===== src/rtl/borrow_lookahead_serial_sub_pkg.sv =====
// Shared definitions for the digit-serial borrow-lookahead subtractor.
// Optional signed-overflow output is enabled with SIGNED_OVF_EN.
package sub_pkg;

  localparam int unsigned DIGIT_W = 4;

  typedef enum logic [1:0] {
    IDLE,
    RUN,
    DONE
  } state_t;

  function automatic int unsigned digit_count(input int unsigned width);
    return width / DIGIT_W;
  endfunction

endpackage


===== src/rtl/borrow_lookahead_serial_sub_if.sv =====
// Request/result bundle for borrow_lookahead_serial_sub.
// The ovf signal exists only when SIGNED_OVF_EN is defined.
interface borrow_lookahead_serial_sub_if #(
  parameter int unsigned WIDTH = 16
);

  logic             start;
  logic [WIDTH-1:0] a;
  logic [WIDTH-1:0] b;
  logic             bin;
  logic             busy;
  logic             done;
  logic [WIDTH-1:0] diff;
  logic             bout;
`ifdef SIGNED_OVF_EN
  logic             ovf;

  modport master (output start, a, b, bin, input busy, done, diff, bout, ovf);
  modport slave  (input start, a, b, bin, output busy, done, diff, bout, ovf);
`else
  modport master (output start, a, b, bin, input busy, done, diff, bout);
  modport slave  (input start, a, b, bin, output busy, done, diff, bout);
`endif

endinterface


===== src/rtl/borrow_lookahead_serial_sub_bla4.sv =====
// 4-bit borrow-lookahead subtract slice: d = x - y - bi, bo = borrow out.
// All internal borrows come straight from generate/propagate terms.
module borrow_lookahead_4bit (
  output logic [3:0] d,
  output logic       bo,
  input  logic [3:0] x,
  input  logic [3:0] y,
  input  logic       bi
);

  logic [3:0] g;
  logic [3:0] p;
  logic [3:0] bw;

  always_comb begin
    g     = ~x & y;
    p     = ~(x ^ y);
    bw[0] = bi;
    bw[1] = g[0] | (p[0] & bi);
    bw[2] = g[1] | (p[1] & g[0]) | (p[1] & p[0] & bi);
    bw[3] = g[2] | (p[2] & g[1]) | (p[2] & p[1] & g[0]) | (p[2] & p[1] & p[0] & bi);
    bo    = g[3] | (p[3] & g[2]) | (p[3] & p[2] & g[1]) | (p[3] & p[2] & p[1] & g[0])
          | (p[3] & p[2] & p[1] & p[0] & bi);
    d     = x ^ y ^ bw;
  end

endmodule


===== src/rtl/borrow_lookahead_serial_sub.sv =====
// Digit-serial subtractor diff = a - b - bin, one 4-bit digit per clock, LSB first.
// SIGNED_OVF_EN adds a registered signed-overflow flag.
module borrow_lookahead_serial_sub
  import sub_pkg::*;
#(
  parameter int unsigned WIDTH = 16
) (
  input logic                         clk,
  input logic                         rst_n,
  borrow_lookahead_serial_sub_if.slave bus
);

  localparam int unsigned N     = digit_count(WIDTH);
  localparam int unsigned IDX_W = $clog2(N);
  localparam logic [IDX_W-1:0] LAST = IDX_W'(N - 1);

  state_t             state;
  state_t             state_nxt;
  logic               accept;
  logic [IDX_W-1:0]   idx;
  logic [WIDTH-1:0]   a_r;
  logic [WIDTH-1:0]   b_r;
  logic [WIDTH-1:0]   diff_r;
  logic               borrow;
  logic               bout_r;
  logic [DIGIT_W-1:0] a_d;
  logic [DIGIT_W-1:0] b_d;
  logic [DIGIT_W-1:0] d;
  logic               bo;
`ifdef SIGNED_OVF_EN
  logic               ovf_r;
`endif

  always_ff @(posedge clk) begin
    if (!rst_n) state <= IDLE;
    else        state <= state_nxt;
  end

  always_comb begin
    state_nxt = state;
    accept    = 1'b0;
    case (state)
      IDLE: if (bus.start) begin
        accept    = 1'b1;
        state_nxt = RUN;
      end
      RUN:  if (idx == LAST) state_nxt = DONE;
      DONE: begin
        accept    = bus.start;
        state_nxt = bus.start ? RUN : IDLE;
      end
      default: state_nxt = IDLE;
    endcase
  end

  always_comb begin
    a_d = DIGIT_W'(a_r >> (DIGIT_W * idx));
    b_d = DIGIT_W'(b_r >> (DIGIT_W * idx));
  end

  borrow_lookahead_4bit u_slice (
    .d  (d),
    .bo (bo),
    .x  (a_d),
    .y  (b_d),
    .bi (borrow)
  );

  always_ff @(posedge clk) begin
    if (!rst_n) begin
      idx    <= '0;
      a_r    <= '0;
      b_r    <= '0;
      diff_r <= '0;
      borrow <= 1'b0;
      bout_r <= 1'b0;
`ifdef SIGNED_OVF_EN
      ovf_r  <= 1'b0;
`endif
    end else if (accept) begin
      idx    <= '0;
      a_r    <= bus.a;
      b_r    <= bus.b;
      borrow <= bus.bin;
    end else if (state == RUN) begin
      diff_r[DIGIT_W*idx +: DIGIT_W] <= d;
      borrow <= bo;
      idx    <= (idx == LAST) ? '0 : idx + 1'b1;
      if (idx == LAST) begin
        bout_r <= bo;
`ifdef SIGNED_OVF_EN
        // top digit is not in diff_r yet, so its sign comes from the slice
        ovf_r  <= (a_r[WIDTH-1] != b_r[WIDTH-1]) && (d[DIGIT_W-1] != a_r[WIDTH-1]);
`endif
      end
    end
  end

  assign bus.busy = (state == RUN);
  assign bus.done = (state == DONE);
  assign bus.diff = diff_r;
  assign bus.bout = bout_r;
`ifdef SIGNED_OVF_EN
  assign bus.ovf  = ovf_r;
`endif

endmodule


===== src/flat_wrapper.sv =====
// flat-port wrapper written by rule: the top's interface ports become plain ports
module borrow_lookahead_serial_sub_flat import sub_pkg::*;
#(
  parameter int unsigned WIDTH = 16
)
  (clk, rst_n, bus_start, bus_a, bus_b, bus_bin, bus_busy, bus_done, bus_diff, bus_bout);
  borrow_lookahead_serial_sub_if #(.WIDTH(WIDTH)) bus_i ();
  input logic clk;
  input logic rst_n;
  input wire logic [$bits(bus_i.start)-1:0] bus_start;
  input wire logic [$bits(bus_i.a)-1:0] bus_a;
  input wire logic [$bits(bus_i.b)-1:0] bus_b;
  input wire logic [$bits(bus_i.bin)-1:0] bus_bin;
  output wire logic [$bits(bus_i.busy)-1:0] bus_busy;
  output wire logic [$bits(bus_i.done)-1:0] bus_done;
  output wire logic [$bits(bus_i.diff)-1:0] bus_diff;
  output wire logic [$bits(bus_i.bout)-1:0] bus_bout;
  assign bus_i.start = bus_start;
  assign bus_i.a = bus_a;
  assign bus_i.b = bus_b;
  assign bus_i.bin = bus_bin;
  assign bus_busy = bus_i.busy;
  assign bus_done = bus_i.done;
  assign bus_diff = bus_i.diff;
  assign bus_bout = bus_i.bout;
  borrow_lookahead_serial_sub #(.WIDTH(WIDTH)) u_core (.clk(clk), .rst_n(rst_n), .bus(bus_i));
endmodule

===== config.mk =====
export PLATFORM = sky130hd
export DESIGN_NAME = borrow_lookahead_serial_sub_flat
export DESIGN_NICKNAME = d
export VERILOG_FILES = /design/src/rtl/borrow_lookahead_serial_sub_pkg.sv /design/src/rtl/borrow_lookahead_serial_sub_if.sv /design/src/rtl/borrow_lookahead_serial_sub_bla4.sv /design/src/rtl/borrow_lookahead_serial_sub.sv /design/src/flat_wrapper.sv
export SDC_FILE = /design/constraint.sdc
export NUM_CORES = 1
export LEC_CHECK = 0
export ABC_CLOCK_PERIOD_IN_PS = 3500
export CAP_MARGIN = 5
export CORE_MARGIN = 3
export CORE_UTILIZATION = 46
export DETAILED_ROUTE_END_ITERATION = 8
export PLACE_DENSITY = 0.79
export SYNTH_ARGS = -nofsm -noshare
export SYNTH_HDL_FRONTEND = slang
export SYNTH_HIERARCHICAL = 1
export SYNTH_SLANG_ARGS = --single-unit

===== constraint.sdc =====
create_clock -name clk -period 3.5 [get_ports clk]
set_clock_uncertainty 0.15 [all_clocks]
set_input_delay 0.7 -clock clk [delete_from_list [all_inputs] [get_ports clk]]
set_output_delay 0.7 -clock clk [all_outputs]
set_load 0.02 [all_outputs]

---- Yosys cells after proc, flatten, opt, wreduce, memory -nomap -nowiden ----
Index checks and enable logic that the tools add are counted.
cells by class
  reductions and logical operators ........ 6
  equality and inequality tests ........... 5
  shift operators ......................... 4
  bitwise gates (word level) .............. 33
  add/sub/neg operators ................... 2
  mux-type cells .......................... 10
operators by type and width
  cell                                                                     number
  4-bit negator with 34-bit output                                         1
  4-bit by 34-bit variable shift with 16-bit output, first input constant  1
  4-bit by 34-bit indexed part select with 16-bit output                   1
  16-bit by 4-bit right shift with 4-bit output                            2
  1-bit bitwise AND                                                        16
  16-bit bitwise mux                                                       1
  1-bit OR                                                                 10
  4-bit NOT                                                                2
  4-bit XOR                                                                2
  2-bit two-way mux                                                        3
  2-bit case mux with 3 select lines                                       1
  4-bit bitwise AND                                                        1
  2-bit == test, second input constant                                     2
  1-bit two-way mux                                                        4
  2-bit AND reduction                                                      2
  3-bit AND reduction                                                      1
  2-bit by 1-bit adder with 2-bit output, second input constant            1
  2-bit by 1-bit == test with 1-bit output, second input constant          1
  2-bit zero test                                                          1
  2-bit by 1-bit inequality test with 1-bit output, second input constant  1
  2-bit inequality test, second input constant                             1
  1-bit NOT                                                                2
  1-bit case mux with 2 select lines                                       1
  2-bit nonzero test                                                       1
  2-bit OR reduction                                                       1
word-level totals
  flip-flop bits (word level) ............. 54
  output and inout port bits .............. 19
  word-level logic and storage cells ...... 67
  bits of input ports ..................... 36

---- Longest topological paths before layout ----
Gate-level depths: netlist of run 1.
  word-level depth ........................ 10
  mapped depth ............................ 10
  mapped depth without buffers ............ 8

---- Cells and area by module ----
The synthesis of run 1 kept the hierarchy.
modules (own cells, without submodules)
  module                       cells each  instances  area each (um^2)  sequential area each (um^2)
  borrow_lookahead_serial_sub  254         1          2,293.4           1,081.0
  borrow_lookahead_4bit        27          1          200.2             0.0

---- Least setup slack after synthesis of run 1 ----
No wires, ideal clock.
  kind .................................... register -> register
  start ................................... register u_core.idx[0]
  end ..................................... register u_core.diff_r[2] (netlist: u_core/bus.diff[2])
  buffers on the path ..................... 2
  cell stages (with the launch flop) ...... 10
  setup time .............................. 0.075 ns
  period minus slack after synthesis ...... 2.424 ns
  required time ........................... 3.275 ns
  arrival time ............................ 2.200 ns
  path slack .............................. 1.076 ns
  cell sequence ........................... dfxtp_1 > buf_6 > buf_12 > mux4_2 > ha_1 > a21o_1 > a21oi_2 > xor2_1 > nand2_1 > o22ai_1
on the way
  elaborated cells on any way between the ends .. 26
  classes of those cells .................. add/sub: 1; shift: 4; mux: 1; bitwise: 20
RTL lines
  item                                                      line                                    RTL
  start: declaration                                        borrow_lookahead_serial_sub.sv:20       logic [IDX_W-1:0] idx;
  start signal: assignment                                  borrow_lookahead_serial_sub.sv:88       idx <= (idx == LAST) ? '0 : idx + 1'b1;
  16-bit by 4-bit right shift with 4-bit output *           borrow_lookahead_serial_sub.sv:58       b_d = DIGIT_W'(b_r >> (DIGIT_W * idx));
  net u_core.b_d[0]                                         borrow_lookahead_serial_sub.sv:27       logic [DIGIT_W-1:0] b_d;
  4-bit XOR                                                 borrow_lookahead_serial_sub_bla4.sv:17  p = ~(x ^ y);
  4-bit NOT                                                 borrow_lookahead_serial_sub_bla4.sv:17
  1-bit bitwise AND (2 in series)                           borrow_lookahead_serial_sub_bla4.sv:20  bw[2] = g[1] | (p[1] & g[0]) | (p[1] & p[0] & bi);
  1-bit OR *                                                borrow_lookahead_serial_sub_bla4.sv:20
  4-bit XOR *                                               borrow_lookahead_serial_sub_bla4.sv:24  d = x ^ y ^ bw;
  net u_core.d[2]                                           borrow_lookahead_serial_sub.sv:28       logic [DIGIT_W-1:0] d;
  4-bit by 34-bit indexed part select with 16-bit output *  borrow_lookahead_serial_sub.sv:86       diff_r[DIGIT_W*idx +: DIGIT_W] <= d;
  16-bit bitwise mux *                                      borrow_lookahead_serial_sub.sv:86
  end signal: assignment                                    borrow_lookahead_serial_sub.sv:74       diff_r <= '0;
  end signal: indexed assignment                            borrow_lookahead_serial_sub.sv:86
  end: declaration                                          borrow_lookahead_serial_sub.sv:23       logic [WIDTH-1:0] diff_r;
Mark *: on every way through the listed nets, which the timed path passes. The rest lies on a longest branch.
A chain may end at the register's enable or synchronous reset.

---- Worst setup path after layout of run 1 ----
  start ................................... register u_core.state[0]
  end ..................................... output bus_busy
on the way
  word-level cells in the longest chain between the ends .. 1
ends and longest elaborated chain
  item                                      line                               RTL
  start: declaration                        borrow_lookahead_serial_sub.sv:17  state_t state;
  start signal: assignment                  borrow_lookahead_serial_sub.sv:36  else state <= state_nxt;
  2-bit by 1-bit == test with 1-bit output  borrow_lookahead_serial_sub.sv:99  assign bus.busy = (state == RUN);
  end: declaration                          flat_wrapper.sv:14                 output wire logic [$bits(bus_i.busy)-1:0] bus_busy;
No other way between the ends.

==> run metrics, run 1 <==
placed insts 392; pins over their slew limit 0; RSZ-0062 raised after global routing false; flops & latches, synth 54; post-synth top area cell dfxtp_1; startpoint class of the critical path flip-flop; height of the die roughly 80 um; MaxCap Viol Count 0; FF-to-FF Start u_core/idx[0]; min-delay src u_core/b_r[5]; Area Growth Syn to Fin 25.9%; Detailed Route Iter0 Violations 87; max frequency 366 MHz; final hold violation count 0; Critical Path, Cell by Cell nand2b_1 > inv_4 > clkdlybuf4s50_1; die area around 6300 um2; Post-DRT Antenna Nets 0; Post-synth EDFFs 0; IO Port Bufs 54; area share of the largest cell type after synthesis 43.4%; Slew HR approximately 65%; Filler cells 460; CP Max Fanout 8; DRT Pass-1 Iters 4; Data arrival, critical path 1.88 ns; Clock Root Buffer clkbuf_8; CTS buffer count 5; post-DP HPWL between 3 and 4 mm; DRC 0; fraction of layout cells with a size suffix above 1 6.97%; Final Cell Area roughly 3100 um2; Mapped Area 2490 um2; gr usage total ~17%; leakage roughly 1.2 nW; WS Path Type flip-flop to output pin; CTS resizes 0; Mapped Nets 329; Overflow after GRT 0; Die W about 80 um; Final Instance Count excl. Fillers 400; total vias in the final route ~2100; peak supply drop 0.217 mV; vias in the first global route 1947; Hold Path End u_core/b_r[5]; CP max-delay cell clkdlybuf4s50_1; Rows 26; Mean Syn Cell Area 8.87 um2; antenna violations before repair 0; core area 5170 um2; buffers and inverters on the worst path 2; CP delay by family, top buffers and inverters; pwr dens approximately 420 nW/um2; Ys Warns 6; final wirelength 5.33 mm; Gate Count Post-Synth 281; Worst Tran Pin Value between 0.5 and 0.6 ns; number of setup buffers added after CTS 0; Yosys cell types 34; drt via density 5.24; routed length per placed instance ~13 um; Async S/R FF share, synth 0%; worst skew pair latency 0.30 ns; final period utilization 78.0%; R2R setup slack 0.89 ns; CTS max path bufs 2; ANT cells 0; Final setup violation count 0; largest net degree at the start of global routing 36; FF-to-FF path depth 8; HP Class flip-flop to flip-flop; top cells by area, synth dfxtp_1 43%, nand2_1 13%, a21oi_1 7.8%, ha_1 5.5%, mux4_1 4.2%; Starting Density approximately half; Req. time, crit path between 2 and 3 ns; slowest stage delay, CP 0.62 ns; clk sinks 54; # H-tree levels 2; Most used DFF post-synth dfxtp_1; Placement Cell Area 3030 um2; clock transition at the registers of the reported paths about 0.10 ns; post-layout minimum cycle time 2.73 ns; number of nets in the final layout 377; CTS tree built; WHS Path Cells 2; Post-CTS Hold Buffers 0; reg-to-reg endpoint u_core/bus.diff[2]; sequential share of the synthesized area 43.4%; status completed; CP Capture Type output pin; TNS Setup 0 ns; first-pass GRT wire length roughly 8.5 mm; RePlAce Congestion around 0.85; IO Pins 55
-- final cells by class --
class,count,area [um2],area share [%]
clock inverters,3,45.0,1.43
well taps,70,87.6,2.79
clock buffers,5,68.8,2.19
inverters,12,47.5,1.51
flip-flops and latches,54,1080,34.4
multi-input cells,197,1230,39.2
repair buffers,59,578,18.4
-- cells in the final DEF, fill, tap and decap left out, drive strengths merged, types with 5 or more instances in the layout --
master         instances
a21oi                 41
nand3                  5
inv                   12
clkdlybuf4s50         54
dfxtp                 54
ha                    11
mux4                   8
o22ai                 11
clkbuf                 5
nand2                 85
buf                    5
-- cell usage after synthesis (3+ instances only) --
library cell and count:
a21oi_1 39, a22o_1 4, and3b_1 3, buf_1 4
buf_2 6, buf_6 5, dfxtp_1 54, ha_1 11
inv_1 10, mux4_1 4, mux4_2 4, nand2_1 85
nand2b_1 3, nand3_1 5, nor2_1 4, nor3_1 4
o21ai_0 3, o22ai_1 11
-- worst register-to-register path: stages (launching register included) --
cell	delay [ns]
dfxtp_1	0.38
buf_4	0.26
mux4_2	0.56
ha_1	0.33
a21o_1	0.20
a21oi_2	0.14
xor2_1	0.22
nand2_1	0.12
o22ai_1	0.19
-- flip-flops by register name, indices dropped and copies added (netlist names) --
signal           flops
u_core/borrow        1
u_core/idx           2
u_core/bus.diff     16
u_core/state         2
u_core/a_r          16
u_core/bus.bout      1
u_core/b_r          16
-- cell families (layout without fill, tap and decap cells) --
group | after synthesis | after routing | synth area share (%)
AOI/OAI and AO/OA | 63 | 63 | 14.5
xor gates and xnor gates | 2 | 2 | 0.703
adders and majority gates | 12 | 12 | 6.32
buffers and inverters | 30 | 79 | 7.38
DFF | 54 | 54 | 43.4
muxes | 8 | 8 | 7.83
and+or+nand+nor | 112 | 112 | 19.9
-- through the flow --
| stage | hold slack, ns | utilization (%) | setup slack (ns) | total power, mW |
|---|---|---|---|---|
| after floorplan | 0.282 | - | 1.08 | 0.829 |
| after global placement | 0.291 | 58.5 | 0.993 | 0.895 |
| after detailed placement | 0.297 | 58.5 | 0.891 | 0.902 |
| after CTS | 0.311 | 60.7 | 0.740 | 1.32 |
| after global routing | 0.330 | 60.7 | 0.686 | 1.37 |
| final | 0.309 | 60.7 | 0.771 | 1.31 |
-- worst max path at each step --
stage	startpoint	to	slack [ns]	cells past startpoint
after floorplan	u_core/idx[0]	u_core/bus.diff[2]	1.08	9
after global placement	u_core/idx[0]	u_core/bus.diff[2]	0.99	8
after detailed placement	u_core/idx[0]	u_core/bus.diff[2]	0.89	8
after CTS	u_core/state[0]	bus_busy	0.74	3
after global routing	u_core/state[0]	bus_busy	0.69	3
final	u_core/state[0]	bus_busy	0.77	3
-- layer usage --
metal	track usage, %	part of all wire [%]	vias to the layer above
met5	0	0	-
met4	5.15	0.96	0
met3	3.50	4.5	4
met2	31.0	51	56
met1	19.8	43	991
li1	-	-	1046
-- report_power, final --
| part | switching [mW] | internal (mW) | leakage, nW | total (mW) |
|---|---|---|---|---|
| Sequential | 0.0183 | 0.644 | 0.441 | 0.662 |
| Combinational | 0.120 | 0.108 | 0.699 | 0.228 |
| Clock | 0.204 | 0.213 | 0.0504 | 0.417 |
(Power assumes the default switching activity.)
==> inputs of run 2 (changes only) <==
Settings changed: ABC_CLOCK_PERIOD_IN_PS 3500 to 2500, CORE_UTILIZATION 46 to 45, PLACE_DENSITY 0.79 to 0.8.
Clock period 3.5 ns to 2.5 ns, I/O delays scaled along.
==> run metrics, run 2 (synthesis results as in run 1) <==
vias in the first global route roughly 2000; final worst setup slack approximately 0.089 ns; number of nets in the final layout 384; first-pass GRT wire length 8.81 mm; clock transition at the registers of the reported paths 0.09 ns; # H-tree levels 2; Die W about 80 um; final hold violation count 0; Overflow after GRT 0; fraction of layout cells with a size suffix above 1 10.1%; P_int ~1.3 mW; Data arrival, critical path 2.46 ns; FF-to-FF Start u_core/idx[0]; crit path from u_core/idx[0]; CTS max path bufs 2; IO Pins 55; pins over their slew limit 0; CP Capture Point u_core/bus.diff[15]; WS Path Type flip-flop to flip-flop; pwr dens 545 nW/um2; sequential power share between 50% and 60%; post-layout util 61.6%; startpoint class of the critical path flip-flop; max frequency 415 MHz; die area 6470 um2; Worst Tran Pin Value 0.288 ns; CP Capture Type flip-flop; Final setup violation count 0; RePlAce Congestion 0.891; most frequent cells in the layout 85 x nand2_1, 54 x clkdlybuf4s50_1, 52 x dfxtp_1; Reg area 1080 um2; final period utilization 96.5%; R2R setup slack 0.09 ns; reg-to-reg endpoint u_core/bus.diff[15]; FF-to-FF path depth 8; post-DP HPWL 4.01 mm; Rows 26; clock network fraction of total power roughly 28%; leading cell type in the layout, fill and taps excluded nand2_1; DRC 0; routed length per placed instance 13.1 um; DRT Pass-1 Iters 4; Post-DRT Antenna Nets 0; hold_ws 0.309 ns; peak supply drop 0.327 mV; HP Class flip-flop to flip-flop; IO Port Bufs 54; Starting Density ~48%; Final Instance Count excl. Fillers 407; Slew HR 80.8%; Clock Root Buffer clkbuf_8; MaxCap Viol Count 0; placed insts 398; CP Max Fanout 11; switching share of power about a quarter; status completed; WHS Path Cells 2; CTS tree built; ANT cells 0; TNS Setup 0 ns; post-layout minimum cycle time 2.41 ns; total vias in the final route 2093; multi-input logic area around 1300 um2; leakage 1.24 nW; Detailed Route Iter0 Violations 89; worst skew pair latency 0.30 ns; Req. time, crit path 2.55 ns; final wirelength 5.34 mm; gr usage total between 10% and 20%; CTS buffer count 5; largest net degree at the start of global routing 36; antenna violations before repair 0; Area Growth Syn to Fin 29.3%; drt via density 5.14; Filler cells 470; core area between 5000 and 6000 um2; switching pwr approximately 0.46 mW; combinational group share of total power roughly a fifth; dpl ws ~0.034 ns; height of the die about 80 um; clk sinks 54; Post-CTS Hold Buffers 0
run 2: changes by cell type in the layout (fill, tap and decap cells not counted), moves of 2 or more:
| cell | delta |
|---|---|
| buf_12 | +2 |
| buf_4 | +3 |
| buf_6 | +2 |
| clkinvlp_4 | -2 |
| dfxtp_1 | -2 |
| dfxtp_2 | +2 |
| ha_1 | -2 |
run 2: how the worst min path moves through the flow:
stage / from / end / slack, ns
final: u_core/a_r[10] / u_core/a_r[10] / 0.31
after floorplan: u_core/a_r[4] / u_core/a_r[4] / 0.28
after global routing: u_core/b_r[14] / u_core/b_r[14] / 0.32
after detailed placement: u_core/a_r[10] / u_core/a_r[10] / 0.30
after global placement: u_core/b_r[15] / u_core/b_r[15] / 0.29
after CTS: u_core/a_r[10] / u_core/a_r[10] / 0.31
run 2: critical path, cell delays in order, from the launching register on:
cell and delay [ns]:
dfxtp_2 0.37, buf_6 0.15, mux4_1 0.55, inv_1 0.09, ha_1 0.28, a21o_1 0.20, a21oi_1 0.15, nand3b_1 0.15
a22o_1 0.22
run 2: metrics by stage:
stage / total power, mW / area (um2)
after detailed placement: 1.28 / 3100
final: 1.76 / 3220
after global placement: 1.27 / 3100
after floorplan: 1.16 / 2490
after global routing: 1.85 / 3220
after CTS: 1.76 / 3190
run 2: layout make-up:
class / instances / area share (%)
tap: 70 / 2.72
inverter: 12 / 1.47
timing repair buffer: 66 / 20.6
multi-input combinational: 197 / 38.8
clock buffer: 7 / 2.68
clock inverter: 1 / 0.155
sequential: 54 / 33.6
run 2: power by group through the flow:
stage	Clock [mW]	Sequential (mW)	Combinational, mW
after floorplan	0	0.944	0.216
after detailed placement	0	0.946	0.332
final	0.486	0.926	0.343
after CTS	0.501	0.926	0.334
after global placement	0	0.944	0.323
after global routing	0.538	0.932	0.381
run 2: routing by layer:
layer	track usage, %	vias up	part of all wire [%]
met1	21.2	962	45
met3	3.48	6	4.8
met2	29.8	64	49
met4	6.08	0	1.1
li1	-	1061	-
met5	0	-	0
run 2: timing repair:
| item | 4_1_cts | 5_1_grt |
|---|---|---|
| setup buffers | 0 | 1 |
| resized for setup | 0 | 7 |
| hold endpoints to repair | 0 | 0 |
| setup endpoints to repair | 0 | 9 |
==> inputs of run 3 (changes only) <==
Settings changed: GPL_TIMING_DRIVEN from default to 0.
==> run metrics, run 3 (synthesis results as in run 1) <==
status completed; routed wl met2 2.75 mm; CTS tree built; largest net degree at the start of global routing 17; CTS max path bufs 2; clock network fraction of total power 30.6%; fraction of layout cells with a size suffix above 1 12.6%; metal3 WL 241 um; RePlAce Congestion 0.868; startpoint class of the critical path flip-flop; Worst Tran Pin Value 0.484 ns; Slew HR 67.7%; combinational group share of total power about 20%; gr usage total 18.2%; Clock Root Buffer clkbuf_8; HP Class flip-flop to flip-flop; Rows 26; slowest stage delay, CP 0.54 ns; Starting Density 47.6%; hold_ws approximately 0.31 ns; CP max-delay cell mux4_2; clock transition at the registers of the reported paths 0.09 ns; MaxCap Viol Count 0; final hold violation count 0; Req. time, crit path 2.58 ns; # H-tree levels 2; Area Growth Syn to Fin 32.1%; number of nets in the final layout 395; drt via density 5.10; Data arrival, critical path 2.49 ns; P_int about 1.4 mW; CP Max Fanout 5; total vias in the final route 2131; final period utilization 96.5%; routed length per placed instance 13.4 um; worst skew pair latency 0.30 ns; peak supply drop 0.327 mV; die area about 6500 um2; leakage around 1.3 nW; crit path from u_core/idx[0]; Die W 80.4 um; Power Total 1.86 mW; max frequency 415 MHz; reg-to-reg endpoint u_core/bus.diff[10]; CP Capture Type flip-flop; switching pwr 0.484 mW; M1 WL 2.54 mm; Post-DRT Antenna Nets 0; IO Pins 55; RSZ-0062 raised after global routing true; Final setup violation count 0; vias in the first global route 2081; final wirelength 5.59 mm; DRT Pass-1 Iters 4; first-pass GRT wire length 9.27 mm; Detailed Route Iter0 Violations 98; DRC 0; IO Port Bufs 53; antenna violations before repair 0; leading cell type in the layout, fill and taps excluded nand2_1; pwr dens 566 nW/um2; clk sinks 54; post-layout minimum cycle time between 2 and 2.5 ns; most frequent cells in the layout 85 x nand2_1, 53 x clkdlybuf4s50_1, 52 x dfxtp_1; sequential power share between 40% and 50%; CP Capture Point u_core/bus.diff[10]; height of the die 80.4 um; FF-to-FF Start u_core/idx[0]; CTS buffer count 5; R2R setup slack 0.09 ns; Overflow after GRT 0; post-DP HPWL 4.20 mm; FF-to-FF path depth 8; Critical Path, Cell by Cell buf_12 > mux4_2 > ha_4 > a21o_1 > a21oi_2 > xor2_1 > nand2_1 > o22ai_1; switching share of power between 20 and 30%; Filler cells around 460; ANT cells 0; core area 5240 um2; max layer used met4; pins over their slew limit 0; TNS Setup 0 ns; WS Path Type flip-flop to flip-flop
[run 3: cell types whose count changed in the layout (fill, tap and decap cells not counted), moves of 2 or more]
cell / previous run / this run
mux4_2: 4 / 6
buf_1: 0 / 4
buf_2: 0 / 5
mux4_1: 4 / 2
buf_6: 2 / 5
[run 3: metal layers]
| metal | vias to the layer above | global-route usage [%] |
|---|---|---|
| met4 | 0 | 4.73 |
| li1 | 1085 | - |
| met3 | 6 | 3.81 |
| met1 | 992 | 21.7 |
| met2 | 48 | 32.9 |
| met5 | - | 0 |
[run 3: area by class of cell]
type / instances / area, um2 / share of cell area (%)
buffer: 17 / 131 / 3.99
clock buffer: 5 / 68.8 / 2.09
clock inverter: 3 / 40.0 / 1.22
inverter: 12 / 47.5 / 1.44
multi-input combinational: 197 / 1250 / 37.9
sequential: 54 / 1090 / 33.0
tap: 70 / 87.6 / 2.66
timing repair buffer: 60 / 583 / 17.7
[run 3: worst min path at each step]
stage,depth (start not counted),to,slack [ns],start
2_1_floorplan,2,u_core/a_r[4],0.28,u_core/a_r[4]
3_3_place_gp,2,u_core/b_r[2],0.29,u_core/b_r[2]
3_5_place_dp,2,u_core/a_r[1],0.29,u_core/a_r[1]
4_1_cts,2,u_core/a_r[1],0.31,u_core/a_r[1]
5_1_grt,2,u_core/a_r[8],0.33,u_core/a_r[8]
6_report,2,u_core/a_r[1],0.31,u_core/a_r[1]
[run 3: critical path, delay by kind of cell (launching register included)]
family,cells,cell delay [ns]
AOI/OAI and AO/OA,3,0.51
DFF,1,0.40
and+or+nand+nor,1,0.14
xor gates and xnor gates,1,0.21
muxes,1,0.54
buffers and inverters,1,0.12
adders and majority gates,1,0.27
[run 3: power groups by stage]
stage	sequential [mW]	combinational [mW]	clock, mW
floorplan	0.944	0.216	0
detailed placement	0.944	0.340	0
CTS	0.925	0.354	0.585
global placement	0.942	0.333	0
global route	0.931	0.405	0.618
finish	0.926	0.368	0.571
[run 3: through the flow]
| step | instances | area [um2] | util [%] | setup slack (ns) |
|---|---|---|---|---|
| after floorplan | 281 | 2490 | - | 0.0757 |
| after global routing | 418 | 3290 | 62.9 | -0.00494 |
| after CTS | 416 | 3250 | 62.0 | 0.00534 |
| after global placement | 404 | 3110 | 59.4 | -0.125 |
| after detailed placement | 404 | 3110 | 59.4 | -0.185 |
| final | 418 | 3290 | 62.9 | 0.0882 |
[run 3: repair_timing]
action                     4_1_cts  5_1_grt
hold endpoints to repair         0        0
buffers inserted                 5        2
setup endpoints to repair       10        7
cloned                           0        0
pin swaps                        2        5
hold buffers                     0        0
resized for setup                4        6
